<file path="src/rtl/adap_quan_sched_if.sv">
// Channel-side bundle of the shared ADAP_QUAN scheduler: per-channel
// requests and operands, the registered quantizer operands and the returned
// code. Channel n occupies slice n of each packed vector.
interface adap_quan_sched_if #(
  parameter int unsigned NCH = 4,
  parameter int unsigned CHW = 2
);
  logic [NCH-1:0]      REQ;
  logic [16*NCH-1:0]   D_IN;
  logic [13*NCH-1:0]   Y_IN;
  logic [2*NCH-1:0]    RATE_IN;
  logic [15:0]         Q_D;
  logic [12:0]         Q_Y;
  logic [1:0]          Q_RATE;
  logic [4:0]          Q_I;
  logic [4:0]          I_OUT;
  logic [CHW-1:0]      CH_OUT;
  logic [NCH-1:0]      DONE;
  logic                BUSY;

  // Requester/quantizer side
  modport master (
    output REQ, D_IN, Y_IN, RATE_IN, Q_I,
    input  Q_D, Q_Y, Q_RATE, I_OUT, CH_OUT, DONE, BUSY
  );

  // Scheduler side
  modport slave (
    input  REQ, D_IN, Y_IN, RATE_IN, Q_I,
    output Q_D, Q_Y, Q_RATE, I_OUT, CH_OUT, DONE, BUSY
  );
endinterface

</file>
<file path="src/rtl/adap_quan_sched.sv">
// Round-robin scheduler sharing one combinational ADAP_QUAN among NCH
// encoder channels. A granted channel's operands are registered onto Q_*,
// the code Q_I is captured one edge later and returned with a DONE pulse.
module adap_quan_sched #(
  parameter int unsigned NCH = 4,
  parameter int unsigned CHW = 2
) (
  input logic               CLK,
  input logic               RESET,
  adap_quan_sched_if.slave  sched
);

  typedef enum logic {IDLE, EVAL} state_t;

  state_t         state_q, state_d;
  logic [CHW-1:0] cur_q, last_q;
  logic [CHW-1:0] win, idx;
  logic           win_vld;
  logic           load;
  logic [NCH-1:0] cur_oh, elig;

  logic [15:0]    qd_q;
  logic [12:0]    qy_q;
  logic [1:0]     qr_q;
  logic [4:0]     i_q;
  logic [CHW-1:0] ch_q;
  logic [NCH-1:0] done_q;
  logic           busy_q;

  // Eligible channels: a channel being evaluated or just completed is masked
  // so a requester still holding REQ on its DONE cycle is not granted twice.
  always_comb begin
    cur_oh         = '0;
    cur_oh[cur_q]  = 1'b1;
    elig           = sched.REQ & ~done_q & ((state_q == EVAL) ? ~cur_oh : '1);
  end

  // Rotating-priority pick: first eligible channel from last+1 upward, wrapping
  always_comb begin
    win     = '0;
    win_vld = 1'b0;
    idx     = '0;
    for (int unsigned i = 1; i <= NCH; i++) begin
      idx = last_q + CHW'(i);
      if (!win_vld && elig[idx]) begin
        win     = idx;
        win_vld = 1'b1;
      end
    end
  end

  // Next-state and grant decision
  always_comb begin
    state_d = state_q;
    load    = 1'b0;
    case (state_q)
      IDLE: begin
        if (win_vld) begin
          load    = 1'b1;
          state_d = EVAL;
        end
      end
      EVAL: begin
        if (win_vld) load = 1'b1;
        else         state_d = IDLE;
      end
      default: state_d = IDLE;
    endcase
  end

  // State register
  always_ff @(posedge CLK) begin
    if (RESET) state_q <= IDLE;
    else       state_q <= state_d;
  end

  // Operand load, result capture and completion pulse
  always_ff @(posedge CLK) begin
    if (RESET) begin
      qd_q   <= '0;
      qy_q   <= '0;
      qr_q   <= '0;
      i_q    <= '0;
      ch_q   <= '0;
      done_q <= '0;
      busy_q <= 1'b0;
      cur_q  <= '0;
      last_q <= '1;
    end else begin
      done_q <= '0;
      busy_q <= (state_d == EVAL);
      if (state_q == EVAL) begin
        i_q    <= sched.Q_I;
        ch_q   <= cur_q;
        done_q <= cur_oh;
      end
      if (load) begin
        qd_q   <= sched.D_IN[16*win +: 16];
        qy_q   <= sched.Y_IN[13*win +: 13];
        qr_q   <= sched.RATE_IN[2*win +: 2];
        cur_q  <= win;
        last_q <= win;
      end
    end
  end

  assign sched.Q_D    = qd_q;
  assign sched.Q_Y    = qy_q;
  assign sched.Q_RATE = qr_q;
  assign sched.I_OUT  = i_q;
  assign sched.CH_OUT = ch_q;
  assign sched.DONE   = done_q;
  assign sched.BUSY   = busy_q;

endmodule

</file>
<file path="src/flat_wrapper.sv">
// flat-port wrapper written by rule: the top's interface ports become plain ports
module adap_quan_sched_flat 
#(
  parameter int unsigned NCH = 4,
  parameter int unsigned CHW = 2
)
  (CLK, RESET, sched_REQ, sched_D_IN, sched_Y_IN, sched_RATE_IN, sched_Q_I, sched_Q_D, sched_Q_Y, sched_Q_RATE, sched_I_OUT, sched_CH_OUT, sched_DONE, sched_BUSY);
  adap_quan_sched_if #(.NCH(NCH), .CHW(CHW)) sched_i ();
  input logic CLK;
  input logic RESET;
  input wire logic [$bits(sched_i.REQ)-1:0] sched_REQ;
  input wire logic [$bits(sched_i.D_IN)-1:0] sched_D_IN;
  input wire logic [$bits(sched_i.Y_IN)-1:0] sched_Y_IN;
  input wire logic [$bits(sched_i.RATE_IN)-1:0] sched_RATE_IN;
  input wire logic [$bits(sched_i.Q_I)-1:0] sched_Q_I;
  output wire logic [$bits(sched_i.Q_D)-1:0] sched_Q_D;
  output wire logic [$bits(sched_i.Q_Y)-1:0] sched_Q_Y;
  output wire logic [$bits(sched_i.Q_RATE)-1:0] sched_Q_RATE;
  output wire logic [$bits(sched_i.I_OUT)-1:0] sched_I_OUT;
  output wire logic [$bits(sched_i.CH_OUT)-1:0] sched_CH_OUT;
  output wire logic [$bits(sched_i.DONE)-1:0] sched_DONE;
  output wire logic [$bits(sched_i.BUSY)-1:0] sched_BUSY;
  assign sched_i.REQ = sched_REQ;
  assign sched_i.D_IN = sched_D_IN;
  assign sched_i.Y_IN = sched_Y_IN;
  assign sched_i.RATE_IN = sched_RATE_IN;
  assign sched_i.Q_I = sched_Q_I;
  assign sched_Q_D = sched_i.Q_D;
  assign sched_Q_Y = sched_i.Q_Y;
  assign sched_Q_RATE = sched_i.Q_RATE;
  assign sched_I_OUT = sched_i.I_OUT;
  assign sched_CH_OUT = sched_i.CH_OUT;
  assign sched_DONE = sched_i.DONE;
  assign sched_BUSY = sched_i.BUSY;
  adap_quan_sched #(.NCH(NCH), .CHW(CHW)) u_core (.CLK(CLK), .RESET(RESET), .sched(sched_i));
endmodule
</file>
<file path="config.mk">
export PLATFORM = sky130hd
export DESIGN_NAME = adap_quan_sched_flat
export DESIGN_NICKNAME = d
export VERILOG_FILES = /design/src/rtl/adap_quan_sched_if.sv /design/src/rtl/adap_quan_sched.sv /design/src/flat_wrapper.sv
export SDC_FILE = /design/constraint.sdc
export NUM_CORES = 1
export LEC_CHECK = 0
export BUFFER_PORTS_ARGS = -buffer_cell sky130_fd_sc_hd__buf_2
export CAP_MARGIN = 20
export CORE_MARGIN = 5
export CORE_UTILIZATION = 43
export CTS_CLUSTER_SIZE = 20
export DETAILED_ROUTE_END_ITERATION = 7
export PLACE_DENSITY = 0.81
export SKIP_LAST_GASP = 1
export SLEW_MARGIN = 40
export SYNTH_ARGS = -nofsm -noshare
export SYNTH_HDL_FRONTEND = slang
export SYNTH_SLANG_ARGS = --single-unit
</file>
<file path="constraint.sdc">
create_clock -name CLK -period 2.9 [get_ports CLK]
set_input_delay 0.58 -clock CLK [delete_from_list [all_inputs] [get_ports CLK]]
set_output_delay 0.58 -clock CLK [all_outputs]
set_load 0.02 [all_outputs]
</file>
* Yosys cells after proc, flatten, opt, wreduce, memory -nomap -nowiden
Index checks and enable logic that the tools add are counted.
** Word-level totals
- Flip-flop bits (word level) :: 47
- Latch bits :: 0
- Bits in writable memories :: 0
- Memory bits (read-only) :: 0
- Output and inout bits :: 43
- Logic and storage cells :: 55
- Memories :: 0
** Operators by class
- $add $sub $neg :: 3
- Multiply operators :: 1
- Div/mod/pow operators :: 0
- Order comparisons :: 6
- Equal/unequal tests :: 0
- Shifts and indexed selects :: 3
- Multiplexer cells :: 20
- Bitwise gates (word level) :: 5
- Reductions and logical operators :: 8
** Operators with widths (number)
- 64-bit by 7-bit indexed part select with 16-bit output :: 1
- 52-bit by 7-bit indexed part select with 13-bit output :: 1
- 2-bit by 3-bit less-than comparator with 1-bit output, second input constant :: 5
- 1-bit two-way mux :: 10
- 4-bit bitwise AND :: 2
- 1-bit binary-select mux with 2-bit select :: 4
- 2-bit two-way mux :: 4
- 4-bit inverter :: 2
- 8-bit by 4-bit indexed part select with 2-bit output :: 1
- 4-bit by 2-bit multiplier with 6-bit output, first input constant :: 1
- 2-bit adder, second input constant :: 2
- 1-bit logical AND :: 4
- 4-bit two-way mux :: 1
- 1-bit logical NOT :: 3
- 2-bit by 1-bit adder with 2-bit output, second input constant :: 1
- 1-bit demux with 2-bit select :: 1
- 2-bit by 1-bit greater-or-equal comparator with 1-bit output, second input constant :: 1
- 2-bit OR reduction :: 1
- 1-bit inverter :: 1

* Depth between registers and ports, before layout
Gate-level depths: netlist of run 1.
- Word-level depth :: 21
- Gate-level depth with buffers :: 9
- Mapped depth without buffers :: 6

* Worst setup path before layout of run 1
OpenSTA, ideal clock, no wires.
- Path kind :: input port to flip-flop
- From :: input sched_REQ[3]
- To :: register u_core.qd_q[0] (netlist: u_core.sched.Q_D[0])
- Setup time :: 0.122 ns
- Arrival time :: 2.288 ns
- Slack :: 0.491 ns
- Stages :: 7
- Path buffers :: 1
- Cell sequence :: nor2b_1 -> nand3_1 -> a31o_2 -> nor2_2 -> buf_6 -> mux2_1 -> a221o_1
** Between the ends
- Longest elaborated chain between the ends :: 15
** Ends and longest elaborated chain
- start: declaration :: RTL line flat_wrapper.sv:11 : input wire logic [$bits(sched_i.REQ)-1:0] sched_REQ;
- 4-bit bitwise AND * (2 in a row) :: RTL line adap_quan_sched.sv:35 : elig = sched.REQ & ~done_q & ((state_q == EVAL) ? ~cur_oh : '1);
- 1-bit binary-select mux with 2-bit select :: RTL line adap_quan_sched.sv:45 : if (!win_vld && elig[idx]) begin
- 1-bit two-way mux (not written as such) :: RTL line adap_quan_sched.sv:45
- 1-bit two-way mux :: RTL line adap_quan_sched.sv:45
- 1-bit logical NOT :: RTL line adap_quan_sched.sv:45
- 1-bit logical AND :: RTL line adap_quan_sched.sv:45
- 1-bit two-way mux :: RTL line adap_quan_sched.sv:45
- 1-bit logical NOT :: RTL line adap_quan_sched.sv:45
- 1-bit logical AND :: RTL line adap_quan_sched.sv:45
- 1-bit two-way mux :: RTL line adap_quan_sched.sv:45
- 1-bit logical NOT :: RTL line adap_quan_sched.sv:45
- 1-bit logical AND :: RTL line adap_quan_sched.sv:45
- 2-bit two-way mux / 1-bit two-way mux (equally long branches) :: RTL line adap_quan_sched.sv:45
- 64-bit by 7-bit indexed part select with 16-bit output / 1-bit two-way mux (equally long branches) :: RTL line adap_quan_sched.sv:98, adap_quan_sched.sv:58, adap_quan_sched.sv:64
- end signal: assignment :: RTL line adap_quan_sched.sv:98 : qd_q <= sched.D_IN[16*win +: 16];
- end: declaration :: RTL line adap_quan_sched.sv:22 : logic [15:0] qd_q;
Every way passes the cells marked *; elsewhere a longest branch is shown, timed or not. The select of a mux whose other input is x is not followed.
A chain may end at the register's enable or synchronous reset.

* Worst setup path after layout of run 1
- From :: register u_core.cur_q[0]
- To :: register u_core.qy_q[1] (netlist: u_core.sched.Q_Y[1])
** Between the ends
- Longest elaborated chain between the ends :: 21
** Ends and longest elaborated chain
- start: declaration :: RTL line adap_quan_sched.sv:16 : logic [CHW-1:0] cur_q, last_q;
- start signal: assignment :: RTL line adap_quan_sched.sv:101 : cur_q <= win;
- 2-bit by 3-bit less-than comparator with 1-bit output (not written as such) / 2-bit by 1-bit greater-or-equal comparator with 1-bit output (equally long branches) :: RTL line adap_quan_sched.sv:34 : cur_oh[cur_q] = 1'b1;
- 1-bit logical AND (not written as such) :: RTL line adap_quan_sched.sv:34
- 1-bit two-way mux (not written as such) :: RTL line adap_quan_sched.sv:34
- 1-bit demux with 2-bit select *
- 4-bit inverter * :: RTL line adap_quan_sched.sv:35
- 4-bit two-way mux * :: RTL line adap_quan_sched.sv:35
- 4-bit bitwise AND * :: RTL line adap_quan_sched.sv:35
- 1-bit binary-select mux with 2-bit select :: RTL line adap_quan_sched.sv:45
- [5 not listed]
- 1-bit logical NOT :: RTL line adap_quan_sched.sv:45
- 1-bit logical AND :: RTL line adap_quan_sched.sv:45
- 1-bit two-way mux :: RTL line adap_quan_sched.sv:45
- 1-bit logical NOT :: RTL line adap_quan_sched.sv:45
- 1-bit logical AND :: RTL line adap_quan_sched.sv:45
- 2-bit two-way mux :: RTL line adap_quan_sched.sv:45
- 4-bit by 2-bit multiplier with 6-bit output :: RTL line adap_quan_sched.sv:99 : qy_q <= sched.Y_IN[13*win +: 13];
- 52-bit by 7-bit indexed part select with 13-bit output :: RTL line adap_quan_sched.sv:99
- end signal: assignment :: RTL line adap_quan_sched.sv:99
- end: declaration :: RTL line adap_quan_sched.sv:23 : logic [12:0] qy_q;
Marked as above.

==> results.sh, run 1 <==
export IMPL_grt_overflow=0
export IMPL_root_buffer="clkbuf_8"
export IMPL_track_usage_pct=20.8
export IMPL_clk_latency_ns=0.30
export IMPL_num_io_pins=178
export IMPL_hold_start="u_core.sched.CH_OUT[1]"
export IMPL_min_period_ns=2.43
export IMPL_cts_buffers=5
export IMPL_clk_pin_slew_ns=0.09
export IMPL_vias_per_cell=5.52
export IMPL_grt_pass1_wl_mm=14.4
export IMPL_grt_max_degree=32
export IMPL_r2r_worst_path_cells=8
export IMPL_maxSlewHeadroom_pct=56.1
export IMPL_drive_gt1_share_pct=54.5
export IMPL_hold_viol=0
export IMPL_pwr_density_cell_nw_per_um2=621
export IMPL_arrival_ns=2.62
export IMPL_synth_enable_flop_cells=0
export IMPL_post_route_period_util_pct=83.9
export IMPL_outcome="complete, no violations"
export IMPL_p_leak_nw=1.81
export IMPL_row_count=29
export IMPL_place_area_um2=3810
export IMPL_reg2reg_from="u_core.cur_q[0]"
export IMPL_ys_seq_area_share_pct=33.9
export IMPL_yosys_most_used_dff="dfxtp_1"
export IMPL_rsz0062_at_grt="no"
export IMPL_finalNonFillerCells=548
export IMPL_maxCapViolCount=0
export IMPL_die_area_um2=8150
export IMPL_path_depth=8
export IMPL_worst_slew_pin_slew_ns=0.656
export IMPL_cts_resized=0
export IMPL_tns_ns=0
export IMPL_dieWidth_um=90.3
export IMPL_routed_wl_mm=8.97
export IMPL_hold_class="register to register"
export IMPL_irDropWorstVdd_mv=0.499
export IMPL_yosysWarnings=0
export IMPL_cts_num_sinks=47
export IMPL_cpMostUsedCell="buf_4"
export IMPL_final_common_cell="buf_2"
export IMPL_cp_max_fo=15
export IMPL_slew_viol_final=0
export IMPL_grt_antenna_before_repair=1
export IMPL_critPathMaxStageDelay_ns=0.44
export IMPL_critPathLaunchType="register"
export IMPL_synth_seq_cells=47
export IMPL_required_ns=3.09
export IMPL_reg2reg_slack_ns=0.47
export IMPL_routedWlPerCell_um=16.4
export IMPL_tritoncts="done"
export IMPL_dp_hpwl_mm=6.94
export IMPL_drt_iter0_markers=104
export IMPL_whs_ns=0.478
export IMPL_crit_family="compound AO/OA/AOI/OAI gates"
export IMPL_holdBufCountCts=0
export IMPL_slowest_stage="dfxtp_1"
export IMPL_ys_types=35
export IMPL_async_reset_ff_share_pct=0
export IMPL_final_cell_area_um2=3920
export IMPL_cts_setup_buffers=0
export IMPL_cts_buffer_depth=2
export IMPL_netlist_area_um2=2770
export IMPL_final_nets=604
export IMPL_crit_type="register to register"
export IMPL_fp_dieH_um=90.3
export IMPL_cts_max_level=2
export IMPL_hold_end="u_core.sched.CH_OUT[1]"
export IMPL_final_cell_mix="177 x buf_2, 47 x dfxtp_1, 32 x nand3_1"
export IMPL_synthCells=291
export IMPL_critPathCaptureType="register"
export IMPL_initial_core_util_pct=43.9
export IMPL_grt_pass1_vias=3112
export IMPL_area_delta_synth_final_pct=41.4
export IMPL_drc=0
export IMPL_first_pass_iters=4
export IMPL_synth_net_count=426
export IMPL_fin_total_pwr_mw=2.43
export IMPL_vias=3025
export IMPL_max_freq_mhz=411
export IMPL_min_delay_path_depth=2
export IMPL_core_area_um2=6310
export IMPL_critPathBufInv=2
export IMPL_io_buffers=177
export IMPL_fin_worst_skew_ns=0.00842
export IMPL_cp_cell_sequence="and3b_1 -> a2bb2oi_2 -> buf_4 -> a31o_2 -> nor2_4 -> buf_4 -> mux2_2 -> a221o_1"
export IMPL_dp_cells=539
export IMPL_ant_nets=0
export IMPL_syn_avg_cell_area_um2=9.53
export IMPL_reg2reg_to="u_core.sched.Q_Y[1]"
export IMPL_setup_violations=0
export IMPL_globalplace_congestion=0.821
-- Yosys cell counts, drive strengths merged, types with 2 or more instances --
cell | n | share of area, %
nor3b | 2 | 0.72
a2bb2oi | 3 | 1.4
a221o | 31 | 11
mux2 | 31 | 13
nor2 | 12 | 1.7
dfxtp | 47 | 34
nand3b | 2 | 0.54
o21ai | 31 | 5.6
a21oi | 38 | 11
nand2 | 4 | 0.54
buf | 9 | 3.3
nand3 | 33 | 6.4
nor2b | 3 | 0.68
nand2b | 5 | 1.1
clkbuf | 20 | 2.7
mux2i | 6 | 2.2
nor3 | 4 | 0.72
-- per-stage QoR --
step	util [%]	worst slack [ns]
after global placement	60.1	0.175
final	62.1	0.468
after detailed placement	60.3	0.299
after floorplan	-	0.491
after global routing	62.1	0.290
after CTS	62.1	0.461
-- worst min-delay path, stage by stage, from the launching register on --
cell	delay [ns]
dfxtp_1	0.32
nand2b_1	0.06
a21oi_1	0.06
-- layout make-up --
cell class / count / area, µm²
Fill cell: 574 / 2390
Multi-Input combinational cell: 215 / 1710
Clock buffer: 5 / 68.8
Tap cell: 77 / 96.3
Clock inverter: 3 / 43.8
Sequential cell: 47 / 941
Timing Repair Buffer: 200 / 1060
Antenna cell: 1 / 2.50
-- logic make-up after synthesis --
family | count (synthesis) | synth area share (%)
compound gates | 110 | 31.9
mux | 37 | 14.8
simple gates | 68 | 13.4
flops | 47 | 33.9
buf+inv | 29 | 6.00
-- sequential cells by signal (all words and copies together) (netlist names) --
signal and cells:
u_core.sched.Q_D 16, u_core.sched.Q_Y 13, u_core.sched.I_OUT 5, u_core.sched.DONE 4
u_core.cur_q 2, u_core.last_q 2, u_core.sched.CH_OUT 2, u_core.sched.Q_RATE 2
u_core.state_q 1
-- how the worst max path moves through the flow --
| stage | endpoint | slack (ns) | start |
|---|---|---|---|
| CTS | u_core.sched.Q_Y[1] | 0.46 | u_core.cur_q[0] |
| floorplan | u_core.sched.Q_D[0] | 0.49 | sched_REQ[3] |
| finish | u_core.sched.Q_Y[1] | 0.47 | u_core.cur_q[0] |
| detailed placement | u_core.sched.Q_Y[1] | 0.30 | sched_REQ[3] |
| global placement | u_core.sched.Q_D[7] | 0.17 | sched_REQ[1] |
| global route | u_core.sched.Q_D[2] | 0.29 | u_core.cur_q[1] |
-- report_power, final --
part | internal [mW] | total [mW] | switching [mW]
Clock | 0.257 | 0.486 | 0.229
Combinational | 0.463 | 1.10 | 0.633
Sequential | 0.771 | 0.852 | 0.0806
-- per-layer routing --
layer  GRT usage, %  vias up  share of wire, %
met3           6.58       15               7.9
met4           5.21        0               1.6
met1           23.4     1410                40
met5              0        -                 0
li1               -     1470                 -
met2           37.8      130                51
Note: power is estimated with default switching activity, not from simulation.
==> run 2, diff against run 1 <==
CORE_UTILIZATION = 39   (was 43)
PLACE_DENSITY = 0.78   (was 0.81)
clock period = 2.05 ns   (was 2.9 ns; I/O delays follow)
==> run 2 against run 1 <==
Effect of this change: fmax rose by 12%; cell area rose by 13%; worst hold slack got worse by 0.17 ns; core utilization rose by 2.7 points; routed wire length rose by 12%; combinational power rose by 82%; total power rose by 60%; sequential power rose by 41%; critical endpoint is now u_core.sched.Q_Y[3]; first-iteration DRC count rose by 37%; the flow now finishes with violations (negative setup slack); global-route usage rose by 0.10 points; non-clock buffer count rose by 22.
==> results.sh, run 2 (synthesis gave the netlist of run 1 again) <==
export IMPL_outcome="finished, violations left"
export IMPL_violations="negative setup slack"
export IMPL_final_nets=626
export IMPL_cts_buffers=5
export IMPL_whs_ns=0.308
export IMPL_tritoncts="done"
export IMPL_routedWlPerCell_um=17.2
export IMPL_drive_gt1_share_pct=63.2
export IMPL_final_common_cell="buf_2"
export IMPL_final_cell_area_um2=4450
export IMPL_place_area_um2=3990
export IMPL_min_period_ns=2.16
export IMPL_p_leak_nw=2.10
export IMPL_clk_pin_slew_ns=0.10
export IMPL_worst_slew_pin_slew_ns=0.386
export IMPL_setup_ws_ns=-0.114
export IMPL_crit_type="register to register"
export IMPL_drc=0
export IMPL_vias_per_cell=5.41
export IMPL_holdBufCountCts=0
export IMPL_post_route_period_util_pct=106
export IMPL_maxSlewHeadroom_pct=74.1
export IMPL_hold_start="RESET"
export IMPL_reg2reg_slack_ns=-0.11
export IMPL_cts_num_sinks=47
export IMPL_grt_antenna_before_repair=0
export IMPL_r2r_worst_path_cells=8
export IMPL_num_io_pins=178
export IMPL_area_delta_synth_final_pct=60.5
export IMPL_min_delay_path_depth=2
export IMPL_slew_viol_final=0
export IMPL_critPathCaptureType="register"
export IMPL_required_ns=2.23
export IMPL_globalplace_congestion=0.828
export IMPL_grt_pass1_vias=3176
export IMPL_dieWidth_um=94.3
export IMPL_setup_violations=31
export IMPL_final_cell_mix="177 x buf_2, 44 x dfxtp_1"
export IMPL_hold_end="u_core.state_q"
export IMPL_fp_dieH_um=94.3
export IMPL_cts_buffer_depth=2
export IMPL_finalNonFillerCells=588
export IMPL_reg2reg_to="u_core.sched.Q_Y[3]"
export IMPL_max_freq_mhz=462
export IMPL_track_usage_pct=20.9
export IMPL_hold_viol=0
export IMPL_grt_pass1_wl_mm=15.0
export IMPL_fin_worst_skew_ns=0.0136
export IMPL_first_pass_iters=4
export IMPL_io_buffers=177
export IMPL_dp_hpwl_mm=7.13
export IMPL_grt_max_degree=32
export IMPL_vias=3184
export IMPL_dp_cells=565
export IMPL_core_area_um2=6870
export IMPL_utilization_pct=64.8
export IMPL_root_buffer="clkbuf_8"
export IMPL_maxCapViolCount=0
export IMPL_pwr_density_cell_nw_per_um2=876
export IMPL_irDropWorstVdd_mv=0.571
export IMPL_initial_core_util_pct=40.4
export IMPL_reg2reg_from="u_core.cur_q[1]"
export IMPL_grt_overflow=0
export IMPL_largest_reg_flops=16
export IMPL_row_count=30
export IMPL_drt_iter0_markers=142
export IMPL_antenna_cells=0
export IMPL_arrival_ns=2.35
export IMPL_hold_class="input pin to register"
export IMPL_ant_nets=0
export IMPL_critPathLaunchType="register"
export IMPL_cts_max_level=2
export IMPL_die_area_um2=8900
export IMPL_routed_wl_mm=10.1
export IMPL_rsz0062_at_grt="yes"
export IMPL_clk_latency_ns=0.30
export IMPL_cp_max_fo=8
## run 2: changes by cell type in the layout (fill, tap and decap cells not counted), moves of 3 or more
cell	change
mux2_4	+27
mux2_1	-25
buf_12	+8
buf_4	+6
buf_6	+5
dfxtp_1	-3
## run 2: through the flow
stage	total power, mW	worst slack [ns]	setup TNS, ns
2_1_floorplan	2.29	-0.0699	-1.86
3_3_place_gp	2.85	-0.215	-5.39
3_5_place_dp	2.90	-0.280	-6.76
4_1_cts	3.82	-0.0939	-2.02
5_1_grt	4.10	-0.198	-4.70
6_report	3.90	-0.114	-2.27
## run 2: area by class of cell
class / instances / area (µm²)
clock buffers: 5 / 68.8
clock inverters: 3 / 43.8
fillers: 549 / 2420
multi-input cells: 215 / 1870
flip-flops and latches: 47 / 950
well taps: 96 / 120
repair buffers: 222 / 1400
## run 2: repair_timing
item                                    4_1_cts  5_1_grt
gates resized for setup                      33       13
buffers inserted                             12        0
pin swaps                                     3        1
endpoints found under the setup margin       31       31
cloned                                        2        1
## run 2: worst max-delay path, cell delays in order (launching register included)
cell       delay [ns]
dfxtp_4          0.38
and3b_2          0.25
a2bb2oi_4        0.16
a31o_4           0.23
nor2_4           0.12
buf_6            0.12
buf_12           0.13
mux2_2           0.34
a221o_1          0.31
## run 2: report_power, final
part | internal, mW | switching, mW
clock | 0.364 | 0.330
combinational | 0.985 | 1.02
sequential | 1.09 | 0.109
## run 2: worst max-delay path by stage
| stage | start | endpoint | slack, ns | cells after the start |
|---|---|---|---|---|
| after floorplan | u_core.cur_q[0] | u_core.sched.Q_D[0] | -0.07 | 8 |
| after global placement | sched_REQ[3] | u_core.sched.Q_Y[1] | -0.22 | 8 |
| after detailed placement | sched_REQ[2] | u_core.sched.Q_Y[3] | -0.28 | 8 |
| after CTS | u_core.cur_q[0] | u_core.sched.Q_Y[1] | -0.09 | 8 |
| after global routing | u_core.cur_q[0] | u_core.sched.Q_Y[3] | -0.20 | 7 |
| final | u_core.cur_q[1] | u_core.sched.Q_Y[3] | -0.11 | 8 |
## run 2: metal layers
metal | vias to the layer above | wire length, µm | GRT usage [%]
met5 | - | 0 | 0
met4 | 0 | 123 | 3.97
met3 | 15 | 854 | 4.17
met2 | 158 | 5180 | 39.9
met1 | 1489 | 3930 | 24.0
li1 | 1522 | - | -
==> run 3, diff against run 2 <==
CORE_UTILIZATION = 43   (was 39)
PLACE_DENSITY = 0.81   (was 0.78)
clock period = 2.2 ns   (was 2.05 ns; I/O delays follow)
==> run 3 against run 2 <==
Effect of this change: the run now ends clean; routed wire length down 8.8%; cell count down 5.8%; non-clock buffer count down 15; count of clock-buffer cells in the layout unchanged; total power down 15%; first-iteration DRC count down 28%; clock skew down 0.0050 ns; sequential power down 7%; largest cell class unchanged.
==> results.sh, run 3 (synthesis gave the netlist of run 1 again) <==
export IMPL_antenna_cells=0
export IMPL_min_period_ns=2.17
export IMPL_drc=0
export IMPL_drt_iter0_markers=102
export IMPL_layout_area_seq_um2=947
export IMPL_track_usage_pct=21.5
export IMPL_cp_max_fo=15
export IMPL_p_leak_nw=1.88
export IMPL_vias_per_cell=5.59
export IMPL_vias=3098
export IMPL_root_buffer="clkbuf_8"
export IMPL_critPathMaxStageDelay_ns=0.37
export IMPL_cts_buffers=5
export IMPL_largest_reg_flops=16
export IMPL_core_area_um2=6310
export IMPL_pwr_density_cell_nw_per_um2=812
export IMPL_globalplace_congestion=0.829
export IMPL_required_ns=2.39
export IMPL_critPathBufInv=1
export IMPL_dp_cells=545
export IMPL_setup_ws_ns=0.0253
export IMPL_outcome="complete, no violations"
export IMPL_fp_dieH_um=90.3
export IMPL_setup_violations=0
export IMPL_final_nets=611
export IMPL_clkPwrFrac_pct=19.1
export IMPL_p_int_mw=2.06
export IMPL_crit_type="register to register"
export IMPL_io_buffers=177
export IMPL_grt_pass1_vias=3203
export IMPL_cts_max_level=2
export IMPL_cts_num_sinks=47
export IMPL_fillers=552
export IMPL_clk_pin_slew_ns=0.09
export IMPL_area_delta_synth_final_pct=47.6
export IMPL_rsz0062_at_grt="yes"
export IMPL_hold_start="RESET"
export IMPL_final_cell_mix="177 x buf_2, 44 x dfxtp_1, 32 x nand3_1, 32 x a21oi_2"
export IMPL_slew_viol_final=0
export IMPL_num_io_pins=178
export IMPL_crit_path_start="u_core.cur_q[1]"
export IMPL_whs_ns=0.328
export IMPL_crit_family="compound AO/OA/AOI/OAI gates"
export IMPL_max_freq_mhz=460
export IMPL_seq_power_share_pct=33.6
export IMPL_cts_buffer_depth=2
export IMPL_grt_antenna_before_repair=0
export IMPL_reg2reg_from="u_core.cur_q[1]"
export IMPL_fin_total_pwr_mw=3.32
export IMPL_grt_max_degree=32
export IMPL_finalNonFillerCells=554
export IMPL_die_area_um2=8150
export IMPL_tritoncts="done"
export IMPL_dp_hpwl_mm=7.08
export IMPL_post_route_period_util_pct=98.8
export IMPL_slowest_stage="dfxtp_2"
export IMPL_cp_cell_sequence="and3b_1 -> a2bb2oi_2 -> a31o_2 -> nor2_4 -> buf_12 -> mux2_2 -> a221o_1"
export IMPL_critPathLaunchType="register"
export IMPL_place_ws_ns=-0.261
export IMPL_tns_ns=0
export IMPL_ant_nets=0
export IMPL_multiInputGateArea_um2=1740
export IMPL_hold_viol=0
export IMPL_combPwrFrac_pct=47.2
export IMPL_switchingPower_mw=1.26
export IMPL_fin_worst_skew_ns=0.00855
export IMPL_grt_overflow=0
export IMPL_irDropWorstVdd_mv=0.479
export IMPL_arrival_ns=2.36
export IMPL_row_count=29
export IMPL_initial_core_util_pct=43.9
export IMPL_dieWidth_um=90.3
export IMPL_critPathCaptureType="register"
export IMPL_routed_wl_mm=9.20
export IMPL_grt_pass1_wl_mm=14.9
export IMPL_clk_latency_ns=0.29
export IMPL_routedWlPerCell_um=16.6
export IMPL_maxSlewHeadroom_pct=74.7
export IMPL_first_pass_iters=4
export IMPL_swShare_pct=38.0
export IMPL_holdBufCountCts=0
export IMPL_worst_slew_pin_slew_ns=0.378
export IMPL_final_common_cell="buf_2"
export IMPL_maxCapViolCount=0
export IMPL_drive_gt1_share_pct=56.4
export IMPL_hold_class="input pin to register"
## run 3: cell count changes in the layout (fill, tap and decap cells not counted), moves of 2 or more
cell,delta
buf_6,-5
mux2_2,+2
mux2_4,-27
buf_4,-6
buf_16,-2
mux2_1,+25
## run 3: stage by stage
step | utilization (%) | instance area (µm²)
after floorplan | - | 2780
after global placement | 62.2 | 3930
after detailed placement | 62.2 | 3930
after CTS | 64.4 | 4070
after global routing | 64.8 | 4090
final | 64.8 | 4090
## run 3: metal layers
metal / track usage, % / share of wire (%) / up-vias
li1: - / - / 1484
met1: 24.1 / 39 / 1472
met2: 40.3 / 52 / 134
met3: 5.75 / 8.2 / 8
met4: 4.59 / 0.90 / 0
met5: 0 / 0 / -
## run 3: cell type report
cell class              instances  area share, %
flip-flops and latches         47           23.1
repair buffers                207           29.3
well taps                      77           2.35
clock inverters                 3           1.07
multi-input cells             215           42.5
clock buffers                   5           1.68
## run 3: worst paths after layout
kind	slack, ns	to	cells after the start
max reg2reg	0.03	u_core.sched.Q_Y[1]	7
max	0.03	u_core.sched.Q_Y[1]	7
min reg2reg	0.48	u_core.sched.CH_OUT[1]	2
min	0.33	u_core.state_q	2
## run 3: power groups by stage
stage               Sequential, mW  Combinational (mW)  Clock, mW
global route                  1.14                1.68      0.704
global placement              1.13                1.51          0
CTS                           1.12                1.56      0.661
finish                        1.12                1.57      0.636
detailed placement            1.13                1.55          0
floorplan                     1.31               0.791          0
## run 3: worst register-to-register path, cell delays in order (launching register included)
cell	delay, ns
dfxtp_2	0.37
and3b_1	0.23
a2bb2oi_2	0.19
a31o_2	0.26
nor2_4	0.15
buf_12	0.18
mux2_2	0.34
a221o_1	0.35
## run 3: repair_timing
item / 4_1_cts / 5_1_grt
pin swaps: 1 / 0
endpoints found under the setup margin: 31 / 31
resized for setup: 6 / 5
cloned: 0 / 0
buffers inserted: 1 / 0
